[src/rtl/zstd_stream_arbiter_if.sv]
// rtl/zstd_stream_arbiter_if.sv - requester/consumer signal bundle for zstd_stream_arbiter
interface zstd_stream_arbiter_if #(
  parameter int Width     = 32,
  parameter int NumInputs = 4
);
  localparam int IdWidth = $clog2(NumInputs);

  logic [NumInputs*Width-1:0] in_data;
  logic [NumInputs-1:0]       in_valid;
  logic [NumInputs-1:0]       in_last;
  logic [NumInputs-1:0]       in_ready;
  logic [Width-1:0]           out_data;
  logic                       out_last;
  logic [IdWidth-1:0]         out_id;
  logic                       out_valid;
  logic                       out_ready;

  modport slave (
    input  in_data, in_valid, in_last, out_ready,
    output in_ready, out_data, out_last, out_id, out_valid
  );

  modport master (
    output in_data, in_valid, in_last, out_ready,
    input  in_ready, out_data, out_last, out_id, out_valid
  );
endinterface

[src/rtl/zstd_stream_arbiter.sv]
// rtl/zstd_stream_arbiter.sv - round-robin N-to-1 stream arbiter into a single-entry output buffer
// Optional whole-packet grant lock: define ZSTD_ARB_PACKET_LOCK_EN
module zstd_stream_arbiter #(
  parameter int Width     = 32,
  parameter int NumInputs = 4
) (
  input logic                  clk,
  input logic                  rst,
  zstd_stream_arbiter_if.slave bus
);
  localparam int IdWidth = $clog2(NumInputs);
  localparam logic [IdWidth-1:0] LastId = IdWidth'(NumInputs - 1);

  logic               full_q, full_d;
  logic [Width-1:0]   data_q, data_d;
  logic               last_q, last_d;
  logic [IdWidth-1:0] id_q, id_d;
  logic [IdWidth-1:0] ptr_q, ptr_d;

  logic               can_accept;
  logic               rr_found;
  logic [IdWidth-1:0] rr_id;
  logic [IdWidth:0]   sum;
  logic               cand_found;
  logic [IdWidth-1:0] cand_id;
  logic [IdWidth-1:0] cand_next;
  logic               accept;
  logic               ptr_adv;
  logic               force_lock;
  logic [IdWidth-1:0] lock_id;
  logic [Width-1:0]   sel_data;
  logic               sel_last;

  assign can_accept = !full_q || bus.out_ready;

  // First valid requester at or after ptr, wrapping modulo NumInputs
  always_comb begin
    rr_found = 1'b0;
    rr_id    = '0;
    sum      = '0;
    for (int k = 0; k < NumInputs; k++) begin
      sum = {1'b0, ptr_q} + (IdWidth+1)'(k);
      if (sum >= (IdWidth+1)'(NumInputs)) begin
        sum = sum - (IdWidth+1)'(NumInputs);
      end
      if (!rr_found && bus.in_valid[sum[IdWidth-1:0]]) begin
        rr_found = 1'b1;
        rr_id    = sum[IdWidth-1:0];
      end
    end
  end

  assign cand_found = force_lock ? bus.in_valid[lock_id] : rr_found;
  assign cand_id    = force_lock ? lock_id : rr_id;
  assign accept     = cand_found && can_accept && !rst;
  assign cand_next  = (cand_id == LastId) ? '0 : cand_id + IdWidth'(1);

  always_comb begin
    sel_data = '0;
    sel_last = 1'b0;
    for (int k = 0; k < NumInputs; k++) begin
      if (cand_id == IdWidth'(k)) begin
        sel_data = bus.in_data[k*Width +: Width];
        sel_last = bus.in_last[k];
      end
    end
  end

  always_comb begin
    bus.in_ready = '0;
    if (accept) begin
      bus.in_ready[cand_id] = 1'b1;
    end
  end

`ifdef ZSTD_ARB_PACKET_LOCK_EN
  typedef enum logic {IDLE, LOCKED} state_e;

  state_e             state_q, state_d;
  logic [IdWidth-1:0] lock_id_q, lock_id_d;

  always_ff @(posedge clk or posedge rst) begin
    if (rst) begin
      state_q   <= IDLE;
      lock_id_q <= '0;
    end else begin
      state_q   <= state_d;
      lock_id_q <= lock_id_d;
    end
  end

  always_comb begin
    state_d   = state_q;
    lock_id_d = lock_id_q;
    case (state_q)
      IDLE: begin
        if (accept && !sel_last) begin
          state_d   = LOCKED;
          lock_id_d = cand_id;
        end
      end
      LOCKED: begin
        if (accept && sel_last) begin
          state_d = IDLE;
        end
      end
      default: state_d = IDLE;
    endcase
  end

  // Pointer only moves when a packet closes, so a locked packet resumes RR after its owner
  always_comb begin
    force_lock = (state_q == LOCKED);
    lock_id    = lock_id_q;
    ptr_adv    = accept && sel_last;
  end
`else
  assign force_lock = 1'b0;
  assign lock_id    = '0;
  assign ptr_adv    = accept;
`endif

  // Drain and refill in the same cycle keeps full set
  always_comb begin
    full_d = full_q;
    data_d = data_q;
    last_d = last_q;
    id_d   = id_q;
    ptr_d  = ptr_q;
    if (accept) begin
      full_d = 1'b1;
      data_d = sel_data;
      last_d = sel_last;
      id_d   = cand_id;
    end else if (bus.out_ready) begin
      full_d = 1'b0;
    end
    if (ptr_adv) begin
      ptr_d = cand_next;
    end
  end

  always_ff @(posedge clk or posedge rst) begin
    if (rst) begin
      full_q <= 1'b0;
      data_q <= '0;
      last_q <= 1'b0;
      id_q   <= '0;
      ptr_q  <= '0;
    end else begin
      full_q <= full_d;
      data_q <= data_d;
      last_q <= last_d;
      id_q   <= id_d;
      ptr_q  <= ptr_d;
    end
  end

  assign bus.out_valid = full_q;
  assign bus.out_data  = data_q;
  assign bus.out_last  = last_q;
  assign bus.out_id    = id_q;
endmodule

[src/flat_wrapper.sv]
// flat-port wrapper written by rule: the top's interface ports become plain ports
module zstd_stream_arbiter_flat 
#(
  parameter int Width     = 32,
  parameter int NumInputs = 4
)
  (clk, rst, bus_in_data, bus_in_valid, bus_in_last, bus_out_ready, bus_in_ready, bus_out_data, bus_out_last, bus_out_id, bus_out_valid);
  zstd_stream_arbiter_if #(.Width(Width), .NumInputs(NumInputs)) bus_i ();
  input logic clk;
  input logic rst;
  input wire logic [$bits(bus_i.in_data)-1:0] bus_in_data;
  input wire logic [$bits(bus_i.in_valid)-1:0] bus_in_valid;
  input wire logic [$bits(bus_i.in_last)-1:0] bus_in_last;
  input wire logic [$bits(bus_i.out_ready)-1:0] bus_out_ready;
  output wire logic [$bits(bus_i.in_ready)-1:0] bus_in_ready;
  output wire logic [$bits(bus_i.out_data)-1:0] bus_out_data;
  output wire logic [$bits(bus_i.out_last)-1:0] bus_out_last;
  output wire logic [$bits(bus_i.out_id)-1:0] bus_out_id;
  output wire logic [$bits(bus_i.out_valid)-1:0] bus_out_valid;
  assign bus_i.in_data = bus_in_data;
  assign bus_i.in_valid = bus_in_valid;
  assign bus_i.in_last = bus_in_last;
  assign bus_i.out_ready = bus_out_ready;
  assign bus_in_ready = bus_i.in_ready;
  assign bus_out_data = bus_i.out_data;
  assign bus_out_last = bus_i.out_last;
  assign bus_out_id = bus_i.out_id;
  assign bus_out_valid = bus_i.out_valid;
  zstd_stream_arbiter #(.Width(Width), .NumInputs(NumInputs)) u_core (.clk(clk), .rst(rst), .bus(bus_i));
endmodule
[config.mk]
export PLATFORM = sky130hd
export DESIGN_NAME = zstd_stream_arbiter_flat
export DESIGN_NICKNAME = d
export VERILOG_FILES = /design/src/rtl/zstd_stream_arbiter_if.sv /design/src/rtl/zstd_stream_arbiter.sv /design/src/flat_wrapper.sv
export SDC_FILE = /design/constraint.sdc
export NUM_CORES = 1
export LEC_CHECK = 0
export ABC_AREA = 1
export CORE_UTILIZATION = 37
export DETAILED_ROUTE_END_ITERATION = 8
export GPL_TIMING_DRIVEN = 0
export PLACE_DENSITY = 0.82
export SLEW_MARGIN = 20
export SYNTH_ARGS = -nofsm -noshare
export SYNTH_HDL_FRONTEND = slang
export SYNTH_SLANG_ARGS = --single-unit
[constraint.sdc]
create_clock -name clk -period 3.2 [get_ports clk]
set_input_delay 0.64 -clock clk [delete_from_list [all_inputs] [get_ports clk]]
set_output_delay 0.64 -clock clk [all_outputs]
set_load 0.01 [all_outputs]
==> reports/qor.csv, run 1 <==
metric,value,unit
max_freq,331,MHz
setup_viol,0,
endpoint_kind,primary output,
nets,789,
tritoncts,built,
ys_ff_latch,38,
tightestPinTransition,520,ps
period_share,94.5,%
grt_usage,27.0,%
synth.top_cell.area_share,34.5,%
synth.most_common_cell,nand2_1,
drive_gt1_share,11.9,%
clock_skew,2.17,ps
switching_share,52.0,%
hpwl,8.25,mm
vias_per_cell,4.91,
dieArea,7790,um^2
required,2560,ps
yosysUniqueCellTypes,21,
async_flop_share,100,%
grt_pass1_vias,3468,
start_util,38.2,%
power.share.clock,5.4,%
grt_max_degree,28,
drc,0,
ys.flop_type,dfrtp_1,
powerDensity,1250,nW/um^2
grt_remaining_overflow,0,
final_core_util,69.3,%
holdCritPathClass,flop to flop,
clk-insertion-delay-late,280,ps
intPower,2.99,mW
routedWlPerCell,14.4,um
routed_wl,10.7,mm
grt_pass1_wl,16.0,mm
whs,480,ps
nFillCells,608,
syn_avg_cell_area,6.10,um^2
fin_cells,746,
fp.dieW,88.3,um
top_level_ports,179,
n_antenna_cell,0,
dr.first_iter.drc_count,159,
cts_made_buffers,5,
synth_common_cells,"nand2_1 (231), o21ai_0 (67), dfrtp_1 (38)",
syn_area,2750,um^2
yosysSeqAreaShare,34.5,%
multiInputGateArea,1680,um^2
p_leak,2.34,nW
clock_sink_count,38,
antenna_found_initial,0,
pwr-share-comb,81.3,%
dieHeight,88.3,um
max-vdd-ir-drop,0.738,mV
syn_nets,594,
path_max_fanout,10,
vias,3661,
port_buffers,178,
syn_inst,451,
register_area,951,um^2
clk_pin_slew,70,ps
synth_edf_count,0,
max_slew_margin,65.3,%
dr.pass1.iters,4,
final_antenna_net_count,0,
yosysWarnings,0,
htree_levels,2,
postCtsHoldBufs,0,
setup.worst_path.class,flop to primary output,
fp.coreArea,7210,um^2
min_period,3020,ps
setup.worst_path.start_class,flop,
synth_top_cells_by_area,"dfrtp_1 (35%), nand2_1 (32%), o21ai_0 (12%)",
cp.arrival,2380,ps
clockBufferDepth,2,
maxCapViolCount,0,
std_cell_rows,31,
post-place-cells,729,
pwr-share-seq,13.3,%
cts_root_buffer,clkbuf_8,
status,"complete, no violations",
synth_top_cell_by_area,dfrtp_1,
power.switching,3.24,mW
maxSlewViolCount,0,
syn2layout_area_growth,81.5,%
power,6.23,mW
finalHoldViolCount,0,
gp_congestion,0.852,
[cells in the final DEF, fill, tap and decap left out, drive strengths merged]
master / n
nor2: 8
nand3: 9
a21oi: 34
dfrtp: 38
o21ai: 73
clkinv: 1
clkinvlp: 1
nand2: 234
nand4: 1
clkbuf: 22
ha: 4
buf: 29
dlymetal6s2s: 4
clkdlybuf4s50: 170
inv: 18
a31oi: 1
[path summary, 6_finish.rpt]
| path | start | cells past startpoint | endpoint | slack [ps] |
|---|---|---|---|---|
| min in group asynchronous | rst | 2 | u_core.bus.out_data[0]$_DFFE_PP0P_ | 640 |
| hold reg to reg | u_core.bus.out_data[27]$_DFFE_PP0P_ | 2 | u_core.bus.out_data[27]$_DFFE_PP0P_ | 480 |
| setup / recovery | u_core.ptr_q[0]$_DFFE_PP0P_ | 14 | bus_in_ready[2] | 180 |
| max in group asynchronous | rst | 3 | u_core.bus.out_data[9]$_DFFE_PP0P_ | 2100 |
| setup reg to reg | u_core.ptr_q[0]$_DFFE_PP0P_ | 19 | u_core.bus.out_data[31]$_DFFE_PP0P_ | 320 |
| hold / removal | u_core.bus.out_data[27]$_DFFE_PP0P_ | 2 | u_core.bus.out_data[27]$_DFFE_PP0P_ | 480 |
[sequential cells by signal (all words and copies together) (netlist names)]
| name | flops |
|---|---|
| u_core.bus.out_id | 2 |
| u_core.bus.out_last | 1 |
| u_core.bus.out_valid | 1 |
| u_core.bus.out_data | 32 |
| u_core.ptr_q | 2 |
[metrics by stage]
stage	TNS [ps]	area (um^2)	worst slack, ps
after floorplan	0	2750	274
after global placement	-22150	4660	-1220
after detailed placement	-22890	4680	-1120
after CTS	-219	4910	-112
after global routing	-15.3	5000	-15.3
final	0	5000	178
[worst max-delay path, cell delays in order (launching register included)]
cell,delay (ps)
dfrtp_1,380
inv_1,200
nand2_1,120
nand3_2,100
nand2_2,80
nor2_4,160
nand3_2,120
nand3_2,90
nand2_2,90
inv_4,90
ha_4,150
clkinvlp_4,80
clkbuf_4,180
nor2_1,110
clkbuf_2,130
[power by group through the flow]
stage | sequential [mW] | combinational, mW | clock, mW
after global placement | 0.818 | 4.28 | 0
after global routing | 0.853 | 5.65 | 0.372
after detailed placement | 0.829 | 4.42 | 0
final | 0.829 | 5.06 | 0.339
after CTS | 0.827 | 4.79 | 0.350
after floorplan | 0.911 | 2.78 | 0
[cell type report]
| class | count | share of cell area [%] |
|---|---|---|
| timing repair buffer | 190 | 37.6 |
| multi-input combinational | 364 | 33.6 |
| sequential | 38 | 19.0 |
| buffer | 28 | 3.86 |
| tap | 99 | 2.48 |
| clock buffer | 7 | 1.73 |
| inverter | 19 | 1.60 |
| clock inverter | 1 | 0.100 |
[cells by family after synthesis]
group / after synthesis / synth area share (%)
simple gates: 252 / 35.7
compound gates: 108 / 19.7
buf+inv: 49 / 8.27
flops: 38 / 34.5
fa+ha+maj: 4 / 1.82
[routing by layer]
| layer | GRT usage [%] | vias to the layer above | routed length [um] |
|---|---|---|---|
| met3 | 7.65 | 12 | 1040 |
| met4 | 8.36 | 0 | 161 |
| met1 | 29.7 | 1656 | 4130 |
| li1 | - | 1823 | - |
| met2 | 50.1 | 170 | 5430 |
| met5 | 0 | - | 0 |
[what timing repair did]
item / CTS / global route
gates cloned: 0 / 0
pin swaps: 3 / 12
setup buffers: 6 / 5
endpoints found under the setup margin: 37 / 37
gates resized for setup: 42 / 38
Power figures use the tool's default switching activity.
==> run 2: changes to the inputs <==
--- a/config.mk
+++ b/config.mk
@@ -6,7 +6,9 @@
 export NUM_CORES = 1
 export LEC_CHECK = 0
 export ABC_AREA = 1
+export CAP_MARGIN = 20
 export CORE_UTILIZATION = 37
+export CTS_CLUSTER_SIZE = 28
 export DETAILED_ROUTE_END_ITERATION = 8
 export GPL_TIMING_DRIVEN = 0
 export PLACE_DENSITY = 0.82
==> results of run 2 <==
Same layout as run 1: the final DEF is identical, and so are final timing and power.
==> run 3: changes to the inputs <==
--- a/config.mk
+++ b/config.mk
@@ -12,6 +12,7 @@
 export DETAILED_ROUTE_END_ITERATION = 8
 export GPL_TIMING_DRIVEN = 0
 export PLACE_DENSITY = 0.82
+export SKIP_LAST_GASP = 1
 export SLEW_MARGIN = 20
 export SYNTH_ARGS = -nofsm -noshare
 export SYNTH_HDL_FRONTEND = slang
==> results of run 3 <==
Same layout as run 1: the final DEF is identical, and so are final timing and power.
Main changes from that run: number of gates resized after CTS 42 -> 41
